File: config.mk
export PLATFORM = sky130hd
export DESIGN_NAME = rf_write_arbiter
export DESIGN_NICKNAME = d
export VERILOG_FILES = /design/src/rtl/rf_write_arbiter.sv
export SDC_FILE = /design/constraint.sdc
export NUM_CORES = 1
export LEC_CHECK = 0
export ABC_AREA = 1
export ABC_CLOCK_PERIOD_IN_PS = 1700
export BUFFER_PORTS_ARGS = -buffer_cell sky130_fd_sc_hd__buf_2
export CORE_MARGIN = 10
export CORE_UTILIZATION = 49
export DETAILED_ROUTE_END_ITERATION = 7
export PLACE_DENSITY = 0.88
export SLEW_MARGIN = 0
export SYNTH_ARGS = -nofsm -noshare
export SYNTH_HDL_FRONTEND = slang
export SYNTH_SLANG_ARGS = --single-unit
File: constraint.sdc
create_clock -name clk -period 1.7 [get_ports clk]
set_input_delay 0.17 -clock clk [delete_from_list [all_inputs] [get_ports clk]]
set_output_delay 0.17 -clock clk [all_outputs]
set_load 0.05 [all_outputs]
File: src/rtl/rf_write_arbiter.sv
// rf_write_arbiter: shares the regfile write port between CPU writeback and two buffered I/O ports
module rf_write_arbiter #(
  parameter int WIDTH   = 8,
  parameter int AWIDTH  = 4,
  parameter int MAXWAIT = 4
) (
  input  logic              clk,
  input  logic              reset,
  input  logic              cpu_we,
  input  logic [AWIDTH-1:0] cpu_wa,
  input  logic [WIDTH-1:0]  cpu_wd,
  input  logic              io0_valid,
  input  logic [AWIDTH-1:0] io0_wa,
  input  logic [WIDTH-1:0]  io0_wd,
  output logic              io0_ack,
  input  logic              io1_valid,
  input  logic [AWIDTH-1:0] io1_wa,
  input  logic [WIDTH-1:0]  io1_wd,
  output logic              io1_ack,
  output logic              we3,
  output logic [AWIDTH-1:0] wa3,
  output logic [WIDTH-1:0]  wd3,
  output logic              pc_enable,
  output logic              io0_pending,
  output logic              io1_pending
);
  localparam int CNTW = $clog2(MAXWAIT + 1);
  logic [1:0] full, ack, valid, starve, g;
  logic [AWIDTH-1:0] addr [2];
  logic [WIDTH-1:0] data [2];
  logic [CNTW-1:0] wt [2];
  logic [AWIDTH-1:0] in_wa [2];
  logic [WIDTH-1:0] in_wd [2];
  logic rr, stall, io_grant, gport;
  assign valid = {io1_valid, io0_valid};
  assign in_wa[0] = io0_wa;
  assign in_wa[1] = io1_wa;
  assign in_wd[0] = io0_wd;
  assign in_wd[1] = io1_wd;
  assign io0_ack = ack[0] && !reset;
  assign io1_ack = ack[1] && !reset;
  assign io0_pending = full[0] && !reset;
  assign io1_pending = full[1] && !reset;
  // A starved entry outranks the CPU; otherwise I/O only fills idle CPU cycles
  always_comb begin
    starve[0] = full[0] && wt[0] == CNTW'(MAXWAIT);
    starve[1] = full[1] && wt[1] == CNTW'(MAXWAIT);
    stall = |starve;
    io_grant = stall || (!cpu_we && |full);
    gport = stall ? ((&starve) ? rr : starve[1]) : ((&full) ? rr : full[1]);
    g = io_grant ? (gport ? 2'b10 : 2'b01) : 2'b00;
    wa3 = io_grant ? addr[gport] : cpu_wa;
    wd3 = io_grant ? data[gport] : cpu_wd;
    we3 = !reset && (io_grant || cpu_we) && wa3 != '0;
    pc_enable = reset || !stall;
  end
  always_ff @(posedge clk) begin
    if (reset) begin
      full <= '0;
      ack <= '0;
      rr <= 1'b0;
      wt <= '{default: '0};
    end else begin
      ack <= valid & ~full;
      if (io_grant) rr <= !gport;
      for (int i = 0; i < 2; i++)
        if (valid[i] && !full[i]) begin
          full[i] <= 1'b1;
          addr[i] <= in_wa[i];
          data[i] <= in_wd[i];
          wt[i] <= '0;
        end else if (g[i]) full[i] <= 1'b0;
        else if (full[i] && wt[i] != CNTW'(MAXWAIT)) wt[i] <= wt[i] + CNTW'(1);
    end
  end
endmodule

## Word-level counts from Yosys, hierarchy flattened

Memories as Yosys holds them, arrays and structs flattened.
Index checks and enable logic that the tools add are counted.

| storage, ports and cells | value |
|---|---|
| bits in registers | 11 |
| bits in writable memories | 24 |
| input bits | 41 |
| output and inout port bits | 18 |
| logic and storage cells | 68 |
| memories kept | 2 |

| cells by class | value |
|---|---|
| add/sub/neg operators | 2 |
| equality and inequality tests | 4 |
| multiplexer cells | 17 |
| bitwise operators | 4 |
| reductions and logical operators | 33 |

Memory list:

| name | words | width | read ports | clocked after Yosys merged registers in | wr ports | RTL line | RTL |
|---|---|---|---|---|---|---|---|
| data | 2 | 8 | 1 | 0 | 2 | 30 | `logic [WIDTH-1:0] data [2];` |
| addr | 2 | 4 | 1 | 0 | 2 | 29 | `logic [AWIDTH-1:0] addr [2];` |

Operators with widths:

| cell | number |
|---|---|
| $logic_and A1 B1 Y1 | 13 |
| $mux W1 | 13 |
| $mux W8 | 1 |
| $reduce_and A2 Y1 | 4 |
| $reduce_or A2 Y1 | 4 |
| $add A3 B1 Y3 const B | 2 |
| $eq A3 B3 Y1 const B | 2 |
| $logic_not A1 Y1 | 6 |
| $ne A3 B3 Y1 const B | 2 |
| $mux W2 | 2 |
| $mux W4 | 1 |
| $reduce_bool A2 Y1 | 2 |
| $reduce_bool A4 Y1 | 1 |
| $logic_or A1 B1 Y1 | 3 |
| $and A2 B2 Y2 | 1 |
| $not A1 Y1 | 2 |
| $not A2 Y2 | 1 |

## Logic depth before layout (Yosys ltp)

Gate-level depths: netlist of run 1.

| logic depth | value |
|---|---|
| depth after elaboration | 9 |
| gate-level depth with buffers | 12 |
| gate-level depth less buffers | 12 |

## Worst setup path before layout of run 1

OpenSTA, ideal clock, no wires.

| path | value |
|---|---|
| path kind | flip-flop to output port |
| start | register wt[3] in the netlist's numbering |
| end | output port we3 |
| arrival | 2095 ps |
| setup slack | -565 ps |
| stages on the path, launching flop included | 12 |
| path buffers | 1 |
| cells stage by stage | dfxtp_1 > inv_1 > ha_1 > nand3_4 > nand2_2 > inv_2 > nand2_4 > buf_8 > nand3_1 > nand3_1 > nor2_1 > a21oi_2 |

| on the way | value |
|---|---|
| longest elaborated chain between the ends | 9 |
| elaborated cells between the ends (all ways) | 13 |
| classes of those cells | eq/ne (1); mux (3); reduce/logical (8); memory (1) |

RTL lines:

| what | RTL line | RTL |
|---|---|---|
| start: declaration | 31 | `logic [CNTW-1:0] wt [2];` |
| start signal: assignment | 62 | `wt <= '{default: '0};` |
| start signal: indexed assignment | 71 | `wt[i] <= '0;` |
| $eq A3 B3 Y1 * | 46 | `starve[0] = full[0] && wt[0] == CNTW'(MAXWAIT);` |
| $logic_and A1 B1 Y1 * | 46 |  |
| $reduce_and A2 Y1 | 50 | `gport = stall ? ((&starve) ? rr : starve[1]) : ((&full) ? rr : full[1]);` |
| $mux W1 (2 in a row) | 50 |  |
| $mem_v2 Z2 W4 | - |  |
| $mux W4 * | 52 | `wa3 = io_grant ? addr[gport] : cpu_wa;` |
| named net wa3[2] | 21 | `output logic [AWIDTH-1:0] wa3,` |
| $reduce_bool A4 Y1 * | 54 | `we3 = !reset && (io_grant \|\| cpu_we) && wa3 != '0;` |
| $logic_and A1 B1 Y1 * | 54 |  |
| end: declaration | 20 | `output logic we3,` |

Mark *: on every way through the listed nets, which the timed path passes. The rest lies on a longest branch.

## Final worst setup path of run 1

| path | value |
|---|---|
| start | register wt[3] in the netlist's numbering |
| end | output port we3 |

| on the way | value |
|---|---|
| longest elaborated chain between the ends | 9 |
| elaborated cells between the ends (all ways) | 13 |
| classes of those cells | eq/ne (1); mux (3); reduce/logical (8); memory (1) |

RTL lines:

| what | RTL line |
|---|---|
| $eq A3 B3 Y1 * | 46 |
| $logic_and A1 B1 Y1 * | 46 |
| $reduce_and A2 Y1 | 50 |
| $mux W1 (2 in a row) | 50 |
| $mem_v2 Z2 W4 | - |
| $mux W4 | 52 |
| $reduce_bool A4 Y1 | 54 |
| $logic_and A1 B1 Y1 * | 54 |

Every way passes the cells marked *; elsewhere a longest branch is shown, timed or not.

==> flow_summary.ini, run 1 <==
[placement]
dp.cells = 284
io_buffers = 58
gp_congestion = 0.876
placed_area_sq_mm = 0.00226
post-place-ws_ns = -0.141
hpwl_um = 3620

[timing]
setup_viol = 22
tightest_slew_ns = 0.497
timing.hold.ws_ns = 0.0344
fmax_mhz = 445
rsz0062_at_grt = true
final-hold-violation-count = 0
drv_slew = 0
fin_skew_ns = 0.0140
finalWorstSetupSlack_ns = -0.545
fin_crit_ns = 2.24
fin_crit_sh_pct = 132
maxSlewHeadroom_pct = 66.9

[critical_path]
cp-start-kind = flip-flop
critPathKind = reg -> out
cp-end-kind = output pin
crit_fanout = 7
required_ns = 1.53
cp.arrival_ns = 2.07

[die]
core_sq_mm = 0.00331
rows = 21
ios = 59
start_util_pct = 50.3
dieArea_sq_mm = 0.00613
die_w_um = 78.3
die_h_um = 78.3

[power_and_ir_drop]
internal_power_w = 0.00155
p_clk_share_pct = 19.5
p_per_area_mw_per_mm2 = 830
pwr-share-seq_pct = 40.0
power_frac_comb_pct = 40.5
netSwitchingPower_w = 0.000981
power_leakage_nw = 1.33
ir_drop_mv = 0.883
swShare_pct = 38.7

[synthesis]
synth_seq_cells = 35
ys_types = 26
synth_cells = 165
yosysSeqAreaShare_pct = 56.5
netlist_area_sq_mm = 0.00166
syn_avg_cell_area_sq_um = 10.1
yosysWarnings = 0
syn_nets = 210

[layout]
finalInstanceArea_sq_mm = 0.00306
postLayoutCoreUtil_pct = 92.3
antennaDiodeCount = 0
synthToLayoutAreaGrowth_pct = 83.6
layout-drive-gt1-share_pct = 60.5
nNetsFinal = 325
final_cells = 327

[routing]
dr.first_iter.drc_count = 274
viasPerCell = 5.86
ant_nets = 0
dr_total_vias = 1916
first_pass_iters = 5
drt-total-wl_um = 7850
wl_per_cell_um = 24.0
drc_errors = 0

[clocking]
clock_latency_ns = 0.36
clk_pin_slew_ns = 0.13
cts_buffer_depth = 2
cts_tree = done
cts_root_buffer = clkbuf_4
ctsHtreeMaxLevel = 2
numClockSinks = 35
cts_buffers = 5

[worst_hold_path]
min_path_type = in -> reg

[global_route]
grt_antenna_before_repair = 0
first_global_vias = 1839
gr-usage-all-layers_pct = 19.4
grt-ovfl-total = 0
grt_pass1_wl_um = 9340
grt_max_degree = 14

[status]
failed_checks = setup timing
run_status = complete, but fails checks

[run]
maxCapViolations = 0
==> Yosys cell counts <==
master,count,area (sq um)
a211oi_1,1,7.51
a211oi_2,2,25.0
a21oi_1,5,25.0
a21oi_2,1,8.76
buf_2,1,5.00
buf_6,1,11.3
buf_8,2,30.0
clkbuf_1,1,3.75
clkinv_1,1,3.75
dfxtp_1,11,220
edfxtp_1,24,721
ha_1,4,50.1
inv_1,10,37.5
inv_2,5,18.8
nand2_1,36,135
nand2_2,5,31.3
nand2_4,2,22.5
nand3_1,23,115
nand3_2,5,50.1
nand3_4,1,17.5
nand4_1,6,37.5
nor2_1,11,41.3
nor2_2,1,6.26
o21ai_0,3,15.0
o21bai_1,1,7.51
xor2_1,2,17.5
==> logic make-up after synthesis <==
kind of cell | after synthesis | share of synthesized area (%)
fa+ha+maj | 4 | 3.01
buf+inv | 21 | 6.62
flops | 35 | 56.5
simple gates | 90 | 27.4
compound gates | 13 | 5.34
xor+xnor | 2 | 1.05
==> final cells by class <==
type / count / area [sq um]
multi-input cells: 110 / 985
flip-flops and latches: 35 / 948
repair buffers: 111 / 897
fillers: 119 / 255
inverters: 16 / 97.6
well taps: 46 / 57.6
clock buffers: 5 / 37.5
clock inverters: 3 / 25.0
repair inverters: 1 / 7.51
==> sequential cells by signal (all words and copies together) (netlist names) <==
| register | flops |
|---|---|
| wt | 6 |
| full | 2 |
| rr | 1 |
| ack | 2 |
| data | 16 |
| addr | 8 |
==> metrics by stage <==
step	power, W	TNS (ns)
floorplan	0.00148	-0.170
global placement	0.00165	-0.392
detailed placement	0.00166	-1.11
CTS	0.00230	-4.00
global route	0.00262	-7.67
finish	0.00254	-6.68
==> what timing repair did <==
action | CTS | global route
hold endpoints to repair | 20 | 3
gates resized for setup | 54 | 59
cloned | 2 | 0
setup buffers | 4 | 10
pin swaps | 6 | 21
hold buffers | 20 | 3
setup endpoints to repair | 15 | 24
==> critical path, stage by stage, from the launching register on <==
cell and delay (ns):
dfxtp_2 0.36, inv_2 0.09, ha_4 0.16, nand3_4 0.13, nand2_4 0.12, inv_6 0.06
nand2_8 0.09, nand4_1 0.20, nand3_4 0.16, nor2_4 0.05, a21oi_4 0.13, buf_8 0.16
==> layout by cell type, fill, tap and decap left out, types with 2 or more instances in the layout <==
cell,n
buf_2,44
edfxtp_1,24
dlygate4sd3_1,23
buf_4,23
nand2_1,21
buf_6,11
nand3_4,10
nand2_2,10
nand3_2,10
buf_8,10
nand3_1,9
nor2_1,8
nand2_4,7
inv_1,6
nand4_1,6
nand2_8,6
dfxtp_2,6
dfxtp_1,5
clkbuf_4,5
inv_2,4
clkinv_4,3
nor2_4,3
a21oi_2,3
a211oi_2,3
inv_6,2
o21ai_0,2
a21oi_1,2
xor2_1,2
ha_4,2
ha_1,2
clkinvlp_4,2
==> worst paths after layout <==
check | cells after the start | end | slack, ns | from
max | 11 | we3 | -0.54 | wt[3]
min | 1 | addr[0][1] | 0.03 | io0_wa[1]
max reg2reg | 13 | wt[0] | -0.14 | wt[3]
min reg2reg | 2 | rr | 0.58 | rr
==> routing by layer <==
layer	vias up	track usage (%)	part of all wire [%]	wire length, um
met4	0	7.71	5.9	465
met2	155	33.3	49	3840
met3	53	6.83	7.9	621
li1	794	-	-	-
met1	914	21.3	37	2920
met5	-	0	0	0
==> power groups by stage <==
stage / combinational, W / clock, W / sequential [W]
after floorplan: 0.000472 / 0 / 0.00101
after global placement: 0.000635 / 0 / 0.00101
after detailed placement: 0.000651 / 0 / 0.00101
after CTS: 0.000821 / 0.000479 / 0.000997
after global routing: 0.00106 / 0.000543 / 0.00101
final: 0.00103 / 0.000495 / 0.00101
Note: power is estimated with default switching activity, not from simulation.
==> inputs of run 2 (changes only) <==
Settings changed: SKIP_CTS_REPAIR_TIMING from default to 1, TNS_END_PERCENT from default to 20.
==> run 2 against run 1 <==
  * The flow still finishes with violations (setup timing)
  * Non-clock buffer count shrank 10
  * Die area is the same
  * Clock skew shrank 0.0014 ns
  * Register-to-register slack gained 0.10 ns
  * Power shrank 1.3%
  * Final cell count shrank 3.1%
  * Fmax grew 2.2%
  * Final area shrank 8.7%
==> flow_summary.ini, run 2 (synthesis results as in run 1) <==
[die]
rows = 21
ios = 59
start_util_pct = 50.3
die_w_um = 78.3
core_sq_mm = 0.00331
dieArea_sq_mm = 0.00613
die_h_um = 78.3

[layout]
finalInstanceArea_sq_mm = 0.00279
layout_commonest_cell = buf_2
layout-drive-gt1-share_pct = 49.1
largest-register = data
nNetsFinal = 315
synthToLayoutAreaGrowth_pct = 67.6
antennaDiodeCount = 0
layout_common_cells = 46 x buf_2, 34 x nand2_1, 24 x edfxtp_1, 24 x dlygate4sd3_1, 17 x buf_4
reg_top3 = data x16, addr x8, wt x6
largest_reg_flops = 16
fillers = 162

[critical_path]
critPathTopFamily = simple AND/OR/NAND/NOR gates
path_buf_inv = 1
cp-end-kind = output pin
critPathKind = reg -> out
crit_path_top_delay_cell = o21bai_2
crit_fanout = 7
required_ns = 1.53
cp.arrival_ns = 2.03
cp-start-kind = flip-flop
crit_path_max_incr_delay_ns = 0.45
path_cells = o21bai_2 -> nand2_8 -> nand3_1 -> nand3_4 -> nor2_2 -> a21oi_4 -> buf_6

[clocking]
ctsHtreeMaxLevel = 2
cts_buffers = 5
cts_root_buffer = clkbuf_4
cts_tree = done
cts_buffer_depth = 2
numClockSinks = 35
clk_pin_slew_ns = 0.12
clock_latency_ns = 0.38

[global_route]
grt_max_degree = 14
first_global_vias = 1426
grt_pass1_wl_um = 6800
grt-ovfl-total = 0
grt_antenna_before_repair = 0
gr-usage-all-layers_pct = 14.1

[placement]
placed_area_sq_mm = 0.00221
hpwl_um = 3420
gp_congestion = 0.773
io_buffers = 58

[timing]
fmax_mhz = 455
tightest_slew_ns = 0.476
maxSlewHeadroom_pct = 68.2
finalWorstSetupSlack_ns = -0.496
setup_viol = 17
fin_crit_ns = 2.20
setup_tns_ns = -5.25
final-hold-violation-count = 0
drv_slew = 0
fin_skew_ns = 0.0127
rsz0062_at_grt = true
fin_crit_sh_pct = 129

[power_and_ir_drop]
ir_drop_mv = 0.581
p_per_area_mw_per_mm2 = 897
power_leakage_nw = 1.23

[status]
failed_checks = setup timing
run_status = complete, but fails checks

[routing]
first_pass_iters = 4
dr.first_iter.drc_count = 164
drc_errors = 0
dr_total_vias = 1702
drt-total-wl_um = 6390
ant_nets = 0
wl_per_cell_um = 20.1
viasPerCell = 5.37

[worst_hold_path]
min_path_type = in -> reg

[run]
maxCapViolations = 0
==> run 2: cell types whose count changed in the layout (fill, tap and decap cells not counted), sizes merged <==
cell,change
clkinv,-3
inv,+4
clkinvlp,-2
dlygate4sd3,+1
bufinv,+1
clkbuf,+1
buf,-12
==> run 2: area by class of cell <==
cell class                 count  area (sq um)  share of cell area, %
sequential                    35           947                   34.0
multi-input combinational    110           830                   29.7
timing repair buffer         101           778                   27.9
inverter                      16          85.1                   3.05
tap                           46          57.6                   2.06
clock inverter                 3          47.5                   1.70
clock buffer                   5          37.5                   1.35
timing repair inverter         1          6.26                  0.224
==> run 2: worst reg2reg max path: stages (launching register included) <==
cell and delay (ns):
dfxtp_1 0.53, nand4_1 0.22, nand2_4 0.15, nand2_4 0.10
inv_4 0.11, nand2_8 0.08, buf_4 0.16, nand2_4 0.08
nand2_1 0.07, a21oi_1 0.17
==> run 2: routing by layer <==
layer / part of all wire [%] / track usage (%) / vias to the layer above
met4: 6.6 / 5.38 / 0
met5: 0 / 0 / -
li1: - / - / 773
met3: 7.0 / 4.78 / 33
met1: 35 / 15.2 / 803
met2: 52 / 24.9 / 93
==> run 2: stage by stage <==
stage / utilization (%) / hold slack, ns / std cells / setup WS (ns) / power (W)
finish: 84.2 / 0.0841 / 317 / -0.496 / 0.00250
global route: 84.2 / 0.112 / 317 / -0.567 / 0.00258
CTS: 69.2 / -0.0262 / 290 / -0.562 / 0.00225
detailed placement: 66.6 / 0.348 / 282 / -0.154 / 0.00164
global placement: 66.6 / 0.347 / 282 / -0.0736 / 0.00162
floorplan: - / 0.269 / 165 / -0.170 / 0.00146
==> run 2: power by group <==
group / total (W) / switching, W / internal [W]
sequential: 0.00100 / 0.0000361 / 0.000966
combinational: 0.000842 / 0.000508 / 0.000333
clock: 0.000658 / 0.000342 / 0.000317
total: 0.00250 / 0.000886 / 0.00162
==> run 2: path summary, 6_finish.rpt <==
| check | slack (ns) | start | endpoint | cells past startpoint |
|---|---|---|---|---|
| min reg2reg | 0.55 | wt[0] | wt[0] | 3 |
| max | -0.50 | full[1] | we3 | 7 |
| max reg2reg | -0.04 | full[1] | wt[2] | 9 |
| min | 0.08 | io0_valid | ack[0] | 3 |
